## src/rtl/jtag_pkg.sv

```systemverilog
// jtag_pkg: shared constants for the JTAG data-register bank.
//   - TAP state encodings (as presented on the 'state' bus by the TAP FSM)
//   - instruction opcodes
//   - data-register select type and the IR decode helper
// Optional feature macro: JTAG_USERCODE_EN (adds the USERCODE opcode decode).
package jtag_pkg;

  // TAP controller states
  localparam logic [3:0] TLR    = 4'hF;
  localparam logic [3:0] RTI    = 4'hC;
  localparam logic [3:0] SEL_DR = 4'h7;
  localparam logic [3:0] CAP_DR = 4'h6;
  localparam logic [3:0] SHF_DR = 4'h2;
  localparam logic [3:0] EX1_DR = 4'h1;
  localparam logic [3:0] PAU_DR = 4'h3;
  localparam logic [3:0] EX2_DR = 4'h0;
  localparam logic [3:0] UPD_DR = 4'h5;
  localparam logic [3:0] SEL_IR = 4'h4;
  localparam logic [3:0] CAP_IR = 4'hE;
  localparam logic [3:0] SHF_IR = 4'hA;
  localparam logic [3:0] EX1_IR = 4'h9;
  localparam logic [3:0] PAU_IR = 4'hB;
  localparam logic [3:0] EX2_IR = 4'h8;
  localparam logic [3:0] UPD_IR = 4'hD;

  // Instruction opcodes
  localparam logic [3:0] IR_IDCODE   = 4'h1;
  localparam logic [3:0] IR_USER     = 4'h2;
  localparam logic [3:0] IR_USERCODE = 4'h8;
  localparam logic [3:0] IR_BYPASS   = 4'hF;

  typedef enum logic [1:0] {
    DR_BYPASS,
    DR_IDCODE,
    DR_USER,
    DR_USERCODE
  } dr_sel_e;

  // Unknown opcodes fall back to BYPASS so the chain length stays defined.
  function automatic dr_sel_e decode_ir(input logic [3:0] ir);
    case (ir)
      IR_IDCODE:   return DR_IDCODE;
      IR_USER:     return DR_USER;
`ifdef JTAG_USERCODE_EN
      IR_USERCODE: return DR_USERCODE;
`endif
      default:     return DR_BYPASS;
    endcase
  endfunction

endpackage

```

## src/rtl/jtag_shift_reg.sv

```systemverilog
// jtag_shift_reg: generic capture/shift data register.
//   tck     in  rising-edge clock
//   trst_n  in  async active-low clear
//   clr     in  synchronous clear (Test-Logic-Reset)
//   cap_en  in  load cap_val
//   shf_en  in  shift right, si enters MSB
//   si      in  serial in
//   cap_val in  [W] capture value
//   q       out [W] register contents; q[0] is the serial-out bit
module jtag_shift_reg #(
  parameter int W = 32
) (
  input  logic         tck,
  input  logic         trst_n,
  input  logic         clr,
  input  logic         cap_en,
  input  logic         shf_en,
  input  logic         si,
  input  logic [W-1:0] cap_val,
  output logic [W-1:0] q
);

  logic [W-1:0] sr_q, sr_d;

  always_comb begin
    sr_d = sr_q;
    if (clr)         sr_d = '0;
    else if (cap_en) sr_d = cap_val;
    else if (shf_en) sr_d = {si, sr_q[W-1:1]};
  end

  always_ff @(posedge tck or negedge trst_n) begin
    if (!trst_n) sr_q <= '0;
    else         sr_q <= sr_d;
  end

  assign q = sr_q;

endmodule

```

## src/rtl/jtag_dr_bank.sv

```systemverilog
// jtag_dr_bank: JTAG data-register bank (BYPASS / IDCODE / USER) and TDO stage.
//   TCK      in  JTAG clock
//   TRST     in  async active-low reset
//   TDI      in  serial data in
//   state    in  [4] TAP state (jtag_pkg encodings)
//   JTAG_IR  in  [4] current instruction
//   ir_so    in  IR serial out, forwarded in Shift-IR
//   USER_IN  in  [USER_W] USER capture value
//   USER_OUT out [USER_W] USER update latch
//   TDO      out serial out, retimed on falling TCK, 0 when idle
//   TDO_OE   out high while TDO carries shift data
// Optional feature macro: JTAG_USERCODE_EN (32-bit USERCODE register on IR 4'h8).
module jtag_dr_bank
  import jtag_pkg::*;
#(
  parameter logic [31:0]       IDCODE_VAL   = 32'h1000_0001,
  parameter int                USER_W       = 8,
  parameter logic [USER_W-1:0] USER_RST     = '0,
  parameter logic [31:0]       USERCODE_VAL = 32'h0000_0000
) (
  input  logic              TCK,
  input  logic              TRST,
  input  logic              TDI,
  input  logic [3:0]        state,
  input  logic [3:0]        JTAG_IR,
  input  logic              ir_so,
  input  logic [USER_W-1:0] USER_IN,
  output logic [USER_W-1:0] USER_OUT,
  output logic              TDO,
  output logic              TDO_OE
);

  dr_sel_e sel;
  logic    in_tlr, in_cap, in_shf;

  // IR is stable across a DR scan, so a combinational decode is enough;
  // a new IR naturally takes effect at the next Capture-DR.
  assign sel    = decode_ir(JTAG_IR);
  assign in_tlr = (state == TLR);
  assign in_cap = (state == CAP_DR);
  assign in_shf = (state == SHF_DR);

  // ---------------- BYPASS: single stage ----------------
  logic bypass_q, bypass_d;

  always_comb begin
    bypass_d = bypass_q;
    if (in_tlr) bypass_d = 1'b0;
    else if (sel == DR_BYPASS) begin
      if (in_cap)      bypass_d = 1'b0;
      else if (in_shf) bypass_d = TDI;
    end
  end

  always_ff @(posedge TCK or negedge TRST) begin
    if (!TRST) bypass_q <= 1'b0;
    else       bypass_q <= bypass_d;
  end

  // ---------------- IDCODE ----------------
  logic [31:0] idcode_q;
  logic        unused_idcode_hi;

  jtag_shift_reg #(.W(32)) u_idcode (
    .tck     (TCK),
    .trst_n  (TRST),
    .clr     (in_tlr),
    .cap_en  (in_cap && sel == DR_IDCODE),
    .shf_en  (in_shf && sel == DR_IDCODE),
    .si      (TDI),
    .cap_val (IDCODE_VAL),
    .q       (idcode_q)
  );

  // Only the serial-out bit of IDCODE is observed.
  assign unused_idcode_hi = ^idcode_q[31:1];

  // ---------------- USER ----------------
  logic [USER_W-1:0] user_q;

  jtag_shift_reg #(.W(USER_W)) u_user (
    .tck     (TCK),
    .trst_n  (TRST),
    .clr     (in_tlr),
    .cap_en  (in_cap && sel == DR_USER),
    .shf_en  (in_shf && sel == DR_USER),
    .si      (TDI),
    .cap_val (USER_IN),
    .q       (user_q)
  );

  logic [USER_W-1:0] user_out_q, user_out_d;

  always_comb begin
    user_out_d = user_out_q;
    if (in_tlr)                                  user_out_d = USER_RST;
    else if (state == UPD_DR && sel == DR_USER) user_out_d = user_q;
  end

  always_ff @(posedge TCK or negedge TRST) begin
    if (!TRST) user_out_q <= USER_RST;
    else       user_out_q <= user_out_d;
  end

  assign USER_OUT = user_out_q;

  // ---------------- USERCODE (optional) ----------------
  logic usercode_so;

`ifdef JTAG_USERCODE_EN
  logic [31:0] usercode_q;
  logic        unused_usercode_hi;

  jtag_shift_reg #(.W(32)) u_usercode (
    .tck     (TCK),
    .trst_n  (TRST),
    .clr     (in_tlr),
    .cap_en  (in_cap && sel == DR_USERCODE),
    .shf_en  (in_shf && sel == DR_USERCODE),
    .si      (TDI),
    .cap_val (USERCODE_VAL),
    .q       (usercode_q)
  );

  assign usercode_so        = usercode_q[0];
  assign unused_usercode_hi = ^usercode_q[31:1];
`else
  logic unused_usercode_val;

  assign usercode_so         = 1'b0;
  assign unused_usercode_val = ^USERCODE_VAL;
`endif

  // ---------------- serial-out mux ----------------
  logic dr_so;

  always_comb begin
    dr_so = bypass_q;
    case (sel)
      DR_IDCODE:   dr_so = idcode_q[0];
      DR_USER:     dr_so = user_q[0];
      DR_USERCODE: dr_so = usercode_so;
      default:     dr_so = bypass_q;
    endcase
  end

  // ---------------- falling-edge TDO stage ----------------
  logic tdo_q, tdo_d, tdo_oe_q, tdo_oe_d;

  always_comb begin
    tdo_d    = 1'b0;
    tdo_oe_d = 1'b0;
    if (state == SHF_DR) begin
      tdo_d    = dr_so;
      tdo_oe_d = 1'b1;
    end else if (state == SHF_IR) begin
      tdo_d    = ir_so;
      tdo_oe_d = 1'b1;
    end
  end

  always_ff @(negedge TCK or negedge TRST) begin
    if (!TRST) begin
      tdo_q    <= 1'b0;
      tdo_oe_q <= 1'b0;
    end else begin
      tdo_q    <= tdo_d;
      tdo_oe_q <= tdo_oe_d;
    end
  end

  assign TDO    = tdo_q;
  assign TDO_OE = tdo_oe_q;

endmodule

```

## config.mk

```make
export PLATFORM = sky130hd
export DESIGN_NAME = jtag_dr_bank
export DESIGN_NICKNAME = d
export VERILOG_FILES = /design/src/rtl/jtag_pkg.sv /design/src/rtl/jtag_shift_reg.sv /design/src/rtl/jtag_dr_bank.sv
export SDC_FILE = /design/constraint.sdc
export NUM_CORES = 1
export LEC_CHECK = 0
export ABC_AREA = 1
export CAP_MARGIN = 10
export CORE_UTILIZATION = 35
export CTS_BUF_LIST = sky130_fd_sc_hd__clkbuf_4 sky130_fd_sc_hd__clkbuf_8
export DETAILED_ROUTE_END_ITERATION = 12
export SETUP_SLACK_MARGIN = 0.02
export SKIP_LAST_GASP = 1
export SYNTH_ARGS = -nofsm -noshare
export SYNTH_HDL_FRONTEND = slang
export SYNTH_SLANG_ARGS = --single-unit
```

## constraint.sdc

```tcl
create_clock -name TCK -period 2.1 [get_ports TCK]
set_clock_uncertainty 0.2 [all_clocks]
set_input_delay 0.315 -clock TCK [delete_from_list [all_inputs] [get_ports TCK]]
set_output_delay 0.315 -clock TCK [all_outputs]
set_load 0.05 [all_outputs]
```

# == Yosys cells after proc, flatten, opt, wreduce, memory -nomap -nowiden ==
# Cells that the tools add are included.
# classes
n_eq_ne,10
muxes,18
reduce_logical,12
# ops
cell,n
2-to-1 mux 32 bit,3
2-to-1 mux 8 bit,5
nonzero test 3 bit,3
"equality test 4 x 2 -> 1 bit, second input constant",2
"equality test 4 x 3 -> 1 bit, second input constant",2
"equality test 4 bit, second input constant",2
2-to-1 mux 1 bit,8
logical AND 1 bit,5
"equality test 2 bit, second input constant",2
"equality test 4 x 1 -> 1 bit, second input constant",1
one-hot mux 2 bit (2 select lines),1
nonzero test 2 bit,2
one-hot mux 1 bit (3 select lines),1
"equality test 2 x 1 -> 1 bit, second input constant",1
zero test 2 bit,1
AND reduction 2 bit,1
# totals
ff_bits,51
out_inout_bits,10
word_cells,46

# == Logic depth before layout (Yosys ltp) ==
# Gate-level depths: netlist (run 1).
# depth
depth_word,7
depth_mapped,8

# == Hierarchy ==
# Synthesis (run 1) repeated with hierarchy kept, for this count alone.
# unflattened
cells_unflattened,380
area_unflattened_um2,2780.2
# modules_own_cells
mod,n_inst,cells_per_inst,area_per_inst_um2,seq_area_each_um2
jtag_shift_reg at u_idcode,1,244,1751.7,800.8
jtag_dr_bank,1,75,579.3,275.3
jtag_shift_reg at u_user,1,61,449.2,200.2

==> results.json, run 1 <==
{
  "status": "complete, but fails checks",
  "violations": "negative setup slack",
  "critical_path_depth": 1,
  "drt_iter0_markers": 106,
  "start_kind": "register",
  "worstSetupPathType": "reg2out",
  "drive_gt1_share_pct": 22.5,
  "insertion_delay_ns": 0.31,
  "antenna_found_initial": 0,
  "grt_usage_pct": 15.3,
  "critical_path.top_delay_family": "flip-flops",
  "synth_nets": 310,
  "finalMaxSlewViolations": 0,
  "cts_root_buf": "clkbuf_8",
  "clkTransAtPathRegs_ns": 0.10,
  "fillers": 615,
  "multi_input_area_sq_um": 1010,
  "hold_buffers": 0,
  "synth_fa_ha_area_share_pct": 0,
  "peakVddDrop_uv": 338,
  "fp.dieW_um": 85.1,
  "postRouteWirelength_um": 5160,
  "dpl-instance-area_sq_um": 2950,
  "start_util_pct": 37.2,
  "cpPeakStageDelay_ns": 0.44,
  "holdCritPathClass": "in2async",
  "cap_violations": 0,
  "synthCells": 290,
  "final_area_sq_um": 3180,
  "synth_top_family_by_area": "simple AND/OR/NAND/NOR gates",
  "synth_compound_area_share_pct": 1.03,
  "crit_path_end_kind": "output pin",
  "clock-sinks": 51,
  "htree_levels": 2,
  "crit_chain": "buf_12",
  "overflow": 0,
  "rr_startpoint": "u_user.q[0]$_DFFE_PN0P_",
  "dieArea_sq_um": 7250,
  "dp_hpwl_um": 3460,
  "final-seq-area_sq_um": 1280,
  "avgSynthCellArea_sq_um": 8.34,
  "setup_slack_ns": -0.354,
  "rows": 29,
  "tritoncts": "built",
  "synth-simple-area-share_pct": 39.2,
  "cts.path.max_buffers": 2,
  "tns_ns": -0.722,
  "area_delta_synth_final_pct": 31.5,
  "synth_seq_cells": 51,
  "wl_per_cell_um": 11.9,
  "nets": 374,
  "antenna_cells": 0,
  "gp_congestion": 0.806,
  "via_per_inst": 4.66,
  "pre_cts_ws_ns": -0.663,
  "cp_slowest_cell": "dfrtn_1",
  "critPathBufInv": 1,
  "r2r-end": "TDO$_DFF_NN0_",
  "critPathRequiredTime_ns": 1.58,
  "synth_area_sq_um": 2420,
  "yosys_warnings": 0,
  "numPortBuffers": 29,
  "finalHoldViolCount": 0,
  "drc_errors": 0,
  "synth_xor_area_share_pct": 0,
  "grt_max_degree": 50,
  "ys_seq_area_share_pct": 52.8,
  "r2r_cells": 4,
  "startpoint": "TDO$_DFF_NN0_",
  "cp_data_arrival_time_ns": 1.94,
  "core_area_sq_um": 6490,
  "vias": 2012,
  "cts_buffers": 5,
  "synth.area.mux_share_pct": 0,
  "path_max_fanout": 1,
  "rsz0062_at_grt": "true",
  "holdWs_ns": 0.00399,
  "rrSetupSlack_ns": -0.02,
  "synth.distinct_cells": 20,
  "pwr_density_cell_nw_per_um2": 565,
  "drt_first_pass_iters": 4,
  "io_pins": 30,
  "setup.worst_path.end": "TDO",
  "worstMarginPinSlew_ns": 0.653,
  "dieHeight_um": 85.1,
  "relSlewSlack_pct": 56.4,
  "grt_pass1_wl_um": 8840,
  "p_leak_nw": 1.77,
  "finalSetupViolations": 3,
  "final_antenna_net_count": 0,
  "grt_pass1_vias": 1951
}
per-layer routing:
metal	routed length (um)	track usage (%)	vias to the layer above
met5	0	0	-
met4	53	5.08	0
met3	135	2.92	5
met2	2360	24.9	25
met1	2610	20.6	935
li1	-	-	1047
final cells by class:
| cell class | instances | share of cell area [%] |
|---|---|---|
| clock buffers | 5 | 2.16 |
| clock inverters | 3 | 0.865 |
| inverters | 21 | 2.60 |
| multi-input cells | 207 | 31.7 |
| flip-flops and latches | 51 | 40.1 |
| well taps | 77 | 3.03 |
| repair buffers | 68 | 19.5 |
flip-flops by register name, summed over array words and instances, names as in the netlist:
register,count
TDO,1
TDO_OE,1
USER_OUT,8
bypass_q,1
u_idcode.q,32
u_user.q,8
cells by family (layout without fill, tap and decap cells):
family | count (synthesis) | after routing
AO/OA/AOI/OAI | 5 | 5
buffers and inverters | 32 | 97
flip-flops | 51 | 51
AND/OR/NAND/NOR | 202 | 202
synthesized netlist by cell type (all sizes together):
cell type / n / share of area (%)
nand2: 116 / 19
nand3: 58 / 13
dfrtp: 49 / 51
inv: 20 / 3.1
nor2: 20 / 5.4
buf: 9 / 3.4
nand3b: 8 / 2.5
o21ai: 5 / 1.0
clkbuf: 2 / 0.31
dfrtn: 2 / 2.1
clkinv: 1 / 0.21
power by group:
| part | switching, W | internal, W |
|---|---|---|
| sequential | 0.00000715 | 0.000992 |
| clock | 0.000354 | 0.000247 |
| combinational | 0.000104 | 0.0000902 |
worst min-delay path by stage:
stage / startpoint / end / slack [ns] / cells past startpoint
after CTS: TRST / u_idcode.q[9]$_DFFE_PN0P_ / 0.05 / 2
final: TRST / u_user.q[5]$_DFFE_PN0P_ / 0.004 / 2
after global routing: TRST / u_user.q[5]$_DFFE_PN0P_ / 0.08 / 2
after global placement: u_idcode.q[3]$_DFFE_PN0P_ / u_idcode.q[3]$_DFFE_PN0P_ / 0.25 / 2
after detailed placement: u_idcode.q[15]$_DFFE_PN0P_ / u_idcode.q[15]$_DFFE_PN0P_ / 0.26 / 2
after floorplan: TRST / USER_OUT[0]$_DFFE_PN0P_ / -0.18 / 0
repair_timing:
action / 4_1_cts / 5_1_grt
pin swaps: 9 / 4
endpoints found under the setup margin: 4 / 4
resized for setup: 22 / 12
setup buffers: 12 / 4
per-stage QoR:
stage               instances  power [W]  utilization [%]
global placement          409    0.00119             45.4
CTS                       429    0.00182             48.3
detailed placement        409    0.00119             45.4
finish                    432    0.00180             49.0
floorplan                 290    0.00109                -
global route              432    0.00188             49.0
cells in the final DEF (no fill, tap or decap), types with 2 or more instances in the layout:
| cell type | n |
|---|---|
| buf_12 | 4 |
| buf_2 | 3 |
| buf_4 | 35 |
| buf_6 | 4 |
| clkbuf_8 | 5 |
| clkdlybuf4s50_1 | 19 |
| dfrtn_1 | 2 |
| dfrtp_1 | 49 |
| dlygate4sd2_1 | 3 |
| inv_1 | 16 |
| inv_2 | 3 |
| nand2_1 | 110 |
| nand2_2 | 4 |
| nand2_4 | 2 |
| nand3_1 | 54 |
| nand3_2 | 3 |
| nand3b_1 | 8 |
| nor2_1 | 9 |
| nor2_2 | 4 |
| nor2_4 | 6 |
| o21ai_0 | 2 |
| o21ai_1 | 3 |
Note: power is estimated with default switching activity, not from simulation.
==> run 2, diff against run 1 <==
- ABC_AREA: 1 -> not set
==> run 2 against run 1 <==
Net effect: the run still ends with negative setup slack left; clock-buffer cell count increased by 1; non-clock buffer count shrank 7; sequential cell count unchanged; die area increased by 2.2%.
==> results.json, run 2 <==
{
  "rows": 30,
  "finalMaxSlewViolations": 0,
  "largest_reg_flops": 32,
  "synth_nets": 261,
  "fillers": 655,
  "overflow": 0,
  "dieArea_sq_um": 7400,
  "synth_top_area_share_pct": 49.6,
  "fp.dieW_um": 86.0,
  "worstMarginPinSlew_ns": 0.529,
  "clkTransAtPathRegs_ns": 0.09,
  "critPathRequiredTime_ns": 1.58,
  "critical_path_depth": 1,
  "finalSetupViolations": 3,
  "p_leak_nw": 1.30,
  "violations": "negative setup slack",
  "path_max_fanout": 1,
  "htree_levels": 2,
  "status": "complete, but fails checks",
  "gp_congestion": 0.780,
  "start_kind": "register",
  "crit_path_end_kind": "output pin",
  "synth.most_common_cell": "dfrtp_1",
  "pwr_density_cell_nw_per_um2": 608,
  "synth.distinct_cells": 30,
  "antenna_found_initial": 0,
  "tritoncts": "built",
  "ys_seq_area_share_pct": 51.6,
  "critPathBufInv": 1,
  "yosys-top-cells-count": "dfrtp_1, o211ai_1, o21ai_1, nand2b_1, clkbuf_1",
  "synth_seq_cells": 51,
  "cts_buffers": 5,
  "antenna_cells": 0,
  "cpPeakStageDelay_ns": 0.44,
  "dieHeight_um": 86.0,
  "final-seq-area_sq_um": 1280,
  "grt_usage_pct": 16.8,
  "final_cell_mix": "dfrtp_1, o211ai_1, o21ai_1",
  "cts_root_buf": "clkbuf_8",
  "cts.path.max_buffers": 2,
  "postRouteWirelength_um": 5650,
  "final_cells": 380,
  "crit_chain": "buf_12",
  "cp_data_arrival_time_ns": 1.94,
  "vias": 2014,
  "cp_slowest_cell": "dfrtn_1",
  "yosys_warnings": 0,
  "via_per_inst": 5.30,
  "yosysTopAreaCell": "dfrtp_1",
  "yosys-top-cells-area": "dfrtp_1, o211ai_1, o21ai_1",
  "dp.cells": 370,
  "rsz0062_at_grt": "true",
  "numPortBuffers": 29,
  "core_area_sq_um": 6790,
  "io_pins": 30,
  "insertion_delay_ns": 0.31,
  "final_antenna_net_count": 0,
  "final_common_cell": "dfrtp_1",
  "grt_pass1_vias": 1951,
  "dp_hpwl_um": 3700,
  "holdCritPathClass": "in2async",
  "drc_errors": 0,
  "wl_per_cell_um": 14.9,
  "synth_area_sq_um": 2470,
  "cap_violations": 0,
  "drive_gt1_share_pct": 19.4,
  "holdWs_ns": 0.228,
  "final_util_pct": 46.4,
  "pre_cts_ws_ns": -0.805,
  "multi_input_area_sq_um": 1090,
  "start_util_pct": 36.4,
  "clock-sinks": 51,
  "setup_slack_ns": -0.357,
  "synthFlopType": "dfrtp_1",
  "synth_edf_count": 0,
  "grt_pass1_wl_um": 9780,
  "avgSynthCellArea_sq_um": 10.3,
  "drt_iter0_markers": 137,
  "relSlewSlack_pct": 64.7,
  "finalHoldViolCount": 0,
  "nets": 303,
  "r2r_cells": 2,
  "peakVddDrop_uv": 305,
  "tns_ns": -0.829,
  "grt_max_degree": 45,
  "area_delta_synth_final_pct": 27.4,
  "synthCells": 241,
  "worstSetupPathType": "reg2out",
  "drt_first_pass_iters": 4,
  "async_reset_ff_share_pct": 100,
  "critical_path.top_delay_family": "flip-flops"
}
==> run 2: changes by cell type after synthesis, moves of 10 or more <==
cell and delta:
o211ai_1 +40, nand2_1 -110, o21ai_1 +35, nand3_1 -48, clkbuf_1 +10, nand2b_1 +29, inv_1 -17
==> run 2: where the power goes <==
group          switching (W)  internal [W]  total (W)
logic               0.000102     0.0000901   0.000192
registers          0.0000103      0.000994    0.00100
clock network       0.000331      0.000386   0.000717
==> run 2: timing repair <==
action,CTS,global route
buffers inserted,0,1
hold buffers,1,0
gates resized for setup,4,18
pin swaps,0,4
hold endpoints to repair,8,0
endpoints found under the setup margin,3,8
==> run 2: final cells by class <==
cell class	count	area share, %
clock buffers	6	2.62
clock inverters	2	1.11
inverters	1	0.119
multi-input cells	163	34.6
flip-flops and latches	51	40.5
well taps	96	3.81
repair buffers	61	17.2
==> run 2: kinds of logic (layout without fill, tap and decap cells) <==
group / after synthesis / after routing / synth area share, %
AOI/OAI and AO/OA: 101 / 101 / 25.1
and+or+nand+nor: 55 / 55 / 14.5
DFF: 51 / 51 / 51.6
buffers and inverters: 27 / 70 / 6.02
muxes: 7 / 7 / 2.83
==> run 2: routing by layer <==
metal	track usage (%)	vias to the layer above	part of all wire, %
li1	-	970	-
met1	24.1	994	48
met2	25.5	44	47
met3	3.27	6	3.3
met4	5.45	0	1.5
met5	0	-	0
==> run 2: final timing paths <==
kind,start,to,slack [ns]
max,TDO_OE$_DFF_NN0_,TDO_OE,-0.36
min,TRST,u_idcode.q[3]$_DFFE_PN0P_,0.23
max reg2reg,u_idcode.q[0]$_DFFE_PN0P_,TDO$_DFF_NN0_,-0.12
min reg2reg,u_idcode.q[5]$_DFFE_PN0P_,u_idcode.q[4]$_DFFE_PN0P_,0.33
max in group asynchronous,TRST,TDO_OE$_DFF_NN0_,0.29
min in group TCK,JTAG_IR[0],USER_OUT[0]$_DFFE_PN0P_,0.33
==> run 2: metrics by stage <==
| stage | power [W] | area, sq um |
|---|---|---|
| floorplan | 0.00111 | 2500 |
| global placement | 0.00121 | 3000 |
| detailed placement | 0.00121 | 3000 |
| CTS | 0.00192 | 3120 |
| global route | 0.00200 | 3150 |
| finish | 0.00191 | 3150 |
==> run 3, diff against run 2 <==
- CORE_MARGIN: not set -> 10
- SKIP_LAST_GASP: 1 -> not set
- SYNTH_HIERARCHICAL: not set -> 1
==> run 3 against run 2 <==
Net effect: synthesized cell count increased by 0.83%; worst setup slack got worse by 0.0078 ns; design area increased by 9.3%; sequential share of layout area decreased by 3.4 points; register-to-register slack improved by 0.16 ns; combinational power increased by 9%; critical path depth unchanged; clock-buffer cell count unchanged; synthesized area increased by 9.3%; the flow still finishes with violations (negative setup slack).
==> results.json, run 3 <==
{
  "status": "complete, but fails checks",
  "violations": "negative setup slack",
  "crit_path_end_kind": "output pin",
  "cp_data_arrival_time_ns": 1.95,
  "antenna_cells": 0,
  "drc_errors": 0,
  "synth_xor_area_share_pct": 0.324,
  "dp_hpwl_um": 3950,
  "htree_levels": 2,
  "holdCritPathClass": "in2async",
  "numPortBuffers": 29,
  "insertion_delay_ns": 0.30,
  "rrSetupSlack_ns": 0.04,
  "peakVddDrop_uv": 316,
  "path_max_fanout": 1,
  "critPathBufInv": 1,
  "power_frac_seq_pct": 56.9,
  "fp.dieW_um": 108,
  "antenna_found_initial": 0,
  "synth_top_area_share_pct": 45.4,
  "worstMarginPinSlew_ns": 0.628,
  "worstSetupPathType": "reg2out",
  "wl_per_cell_um": 13.7,
  "critical_path.top_delay_family": "flip-flops",
  "rows": 31,
  "dieArea_sq_um": 11600,
  "use_met2_pct": 15.8,
  "async_reset_ff_share_pct": 100,
  "via_per_inst": 4.57,
  "p_total_w": 0.00187,
  "tritoncts": "built",
  "dpl-instance-area_sq_um": 3360,
  "hold_buffers": 0,
  "cp_slowest_cell": "dfrtn_1",
  "synth_edf_count": 0,
  "finalSetupViolations": 2,
  "grt_pass1_wl_um": 9810,
  "yosys_warnings": 6,
  "grt_pass1_vias": 1975,
  "pwr_density_cell_nw_per_um2": 543,
  "finalHoldViolCount": 0,
  "final_antenna_net_count": 0,
  "grt_max_degree": 50,
  "synthFlopType": "dfrtp_1",
  "largest_reg_flops": 32,
  "clkPwrFrac_pct": 31.8,
  "final_cell_mix": "dfrtp_1, mux2i_1, nor2b_1, a211oi_1, conb_1",
  "cts_root_buf": "clkbuf_8",
  "drt_iter0_markers": 68,
  "final-seq-area_sq_um": 1280,
  "synth_fa_ha_area_share_pct": 0,
  "start_kind": "register",
  "cts_buffers": 5,
  "setup_slack_ns": -0.365,
  "relSlewSlack_pct": 58.2,
  "ys_seq_area_share_pct": 47.2,
  "vias": 1918,
  "finalMaxSlewViolations": 0,
  "busiest_layer": "met2",
  "core_area_sq_um": 7370,
  "clock-sinks": 51,
  "clkTransAtPathRegs_ns": 0.10,
  "start_util_pct": 36.7,
  "synth_seq_cells": 51,
  "yosysTopAreaCell": "dfrtp_1",
  "area_delta_synth_final_pct": 27.3,
  "switching_share_pct": 25.5,
  "p_switching_w": 0.000477,
  "avgSynthCellArea_sq_um": 11.1,
  "yosys-top-cells-count": "dfrtp_1, mux2i_1, a211oi_1, nor2b_1, inv_1",
  "final_area_sq_um": 3440,
  "comb_power_share_pct": 11.3,
  "synth_area_sq_um": 2700,
  "grt_usage_pct": 10.2,
  "synth_top_family_by_area": "multiplexers",
  "synth-simple-area-share_pct": 15.3,
  "rsz0062_at_grt": "true",
  "crit_chain": "buf_12",
  "postCtsSetupBuffers": 0,
  "cts.path.max_buffers": 2,
  "cpPeakStageDelay_ns": 0.45,
  "gp_congestion": 0.763,
  "synth_compound_area_share_pct": 12.3,
  "postRouteWirelength_um": 5760,
  "drive_gt1_share_pct": 15.6,
  "met1_usage_pct": 14.0,
  "synth.distinct_cells": 29,
  "fillers": 707,
  "cap_violations": 0,
  "io_pins": 30,
  "p_leak_nw": 1.48,
  "multi_input_area_sq_um": 1390,
  "nets": 340,
  "synth.area.mux_share_pct": 18.1,
  "dieHeight_um": 108,
  "drt_first_pass_iters": 4,
  "critPathRequiredTime_ns": 1.58,
  "grt.met3_usage_pct": 2.16,
  "p_int_w": 0.00139,
  "synthCells": 243,
  "yosys-top-cells-area": "dfrtp_1, mux2i_1, a211oi_1",
  "overflow": 0
}
## run 3: changes by cell type in the layout (fill, tap and decap cells not counted), moves of 5 or more
cell,previous run,this run
a211oi_1,0,40
a21oi_1,8,0
buf_4,30,25
conb_1,0,32
inv_1,1,12
mux2i_1,7,49
nand2_1,3,10
nand2b_1,29,1
nand3_1,8,1
nor2b_1,0,40
o211ai_1,40,0
o21ai_0,10,0
o21ai_1,38,1
## run 3: path summary, 6_finish.rpt
kind / startpoint / endpoint / cells past startpoint
hold / removal: TRST / u_user/q[5]$_DFFE_PN0P_ / 2
min in group TCK: JTAG_IR[2] / bypass_q$_DFFE_PN0P_ / 3
max in group asynchronous: TRST / TDO_OE$_DFF_NN0_ / 1
hold reg to reg: USER_OUT[1]$_DFFE_PN0P_ / USER_OUT[1]$_DFFE_PN0P_ / 2
setup / recovery: TDO$_DFF_NN0_ / TDO / 1
setup reg to reg: u_user/q[0]$_DFFE_PN0P_ / TDO$_DFF_NN0_ / 2
## run 3: routing by layer
| layer | wire length, um | vias to the layer above |
|---|---|---|
| met4 | 56 | 0 |
| met3 | 160 | 4 |
| met2 | 2650 | 24 |
| li1 | - | 983 |
| met1 | 2890 | 907 |
| met5 | 0 | - |
## run 3: power groups by stage
stage / Combinational, W / Clock [W] / Sequential [W]
after floorplan: 0.0000976 / 0 / 0.00108
after global placement: 0.000211 / 0 / 0.00108
after detailed placement: 0.000214 / 0 / 0.00108
after CTS: 0.000211 / 0.000620 / 0.00106
after global routing: 0.000236 / 0.000664 / 0.00107
final: 0.000210 / 0.000594 / 0.00106
## run 3: area by class of cell
class                   count  area share (%)
multi-input cells         193            40.4
clock inverters             2           0.473
repair buffers             56            14.8
flip-flops and latches     51            37.1
well taps                  99            3.60
clock buffers               6            2.22
inverters                  13            1.42
## run 3: kinds of logic after synthesis
group,Yosys count
AND/OR/NAND/NOR,66
AO/OA/AOI/OAI,45
buffers and inverters,29
multiplexers,49
flip-flops,51
other,2
XOR/XNOR,1
## run 3: through the flow
stage	worst slack, ns	instances	utilization, %	hold slack, ns	setup TNS, ns
after global routing	-0.408	420	46.7	0.0690	-0.805
after global placement	-0.616	412	45.6	0.313	-9.43
after floorplan	-0.116	273	-	-0.181	-0.258
after detailed placement	-0.643	412	45.6	0.322	-11.10
final	-0.365	420	46.7	0.0209	-0.716
after CTS	-0.378	420	46.7	0.0571	-0.741
## run 3: timing repair
action / 4_1_cts / 5_1_grt
gates resized for setup: 16 / 6
pin swaps: 3 / 3
endpoints found under the hold margin: 0 / 0
setup endpoints to repair: 7 / 3
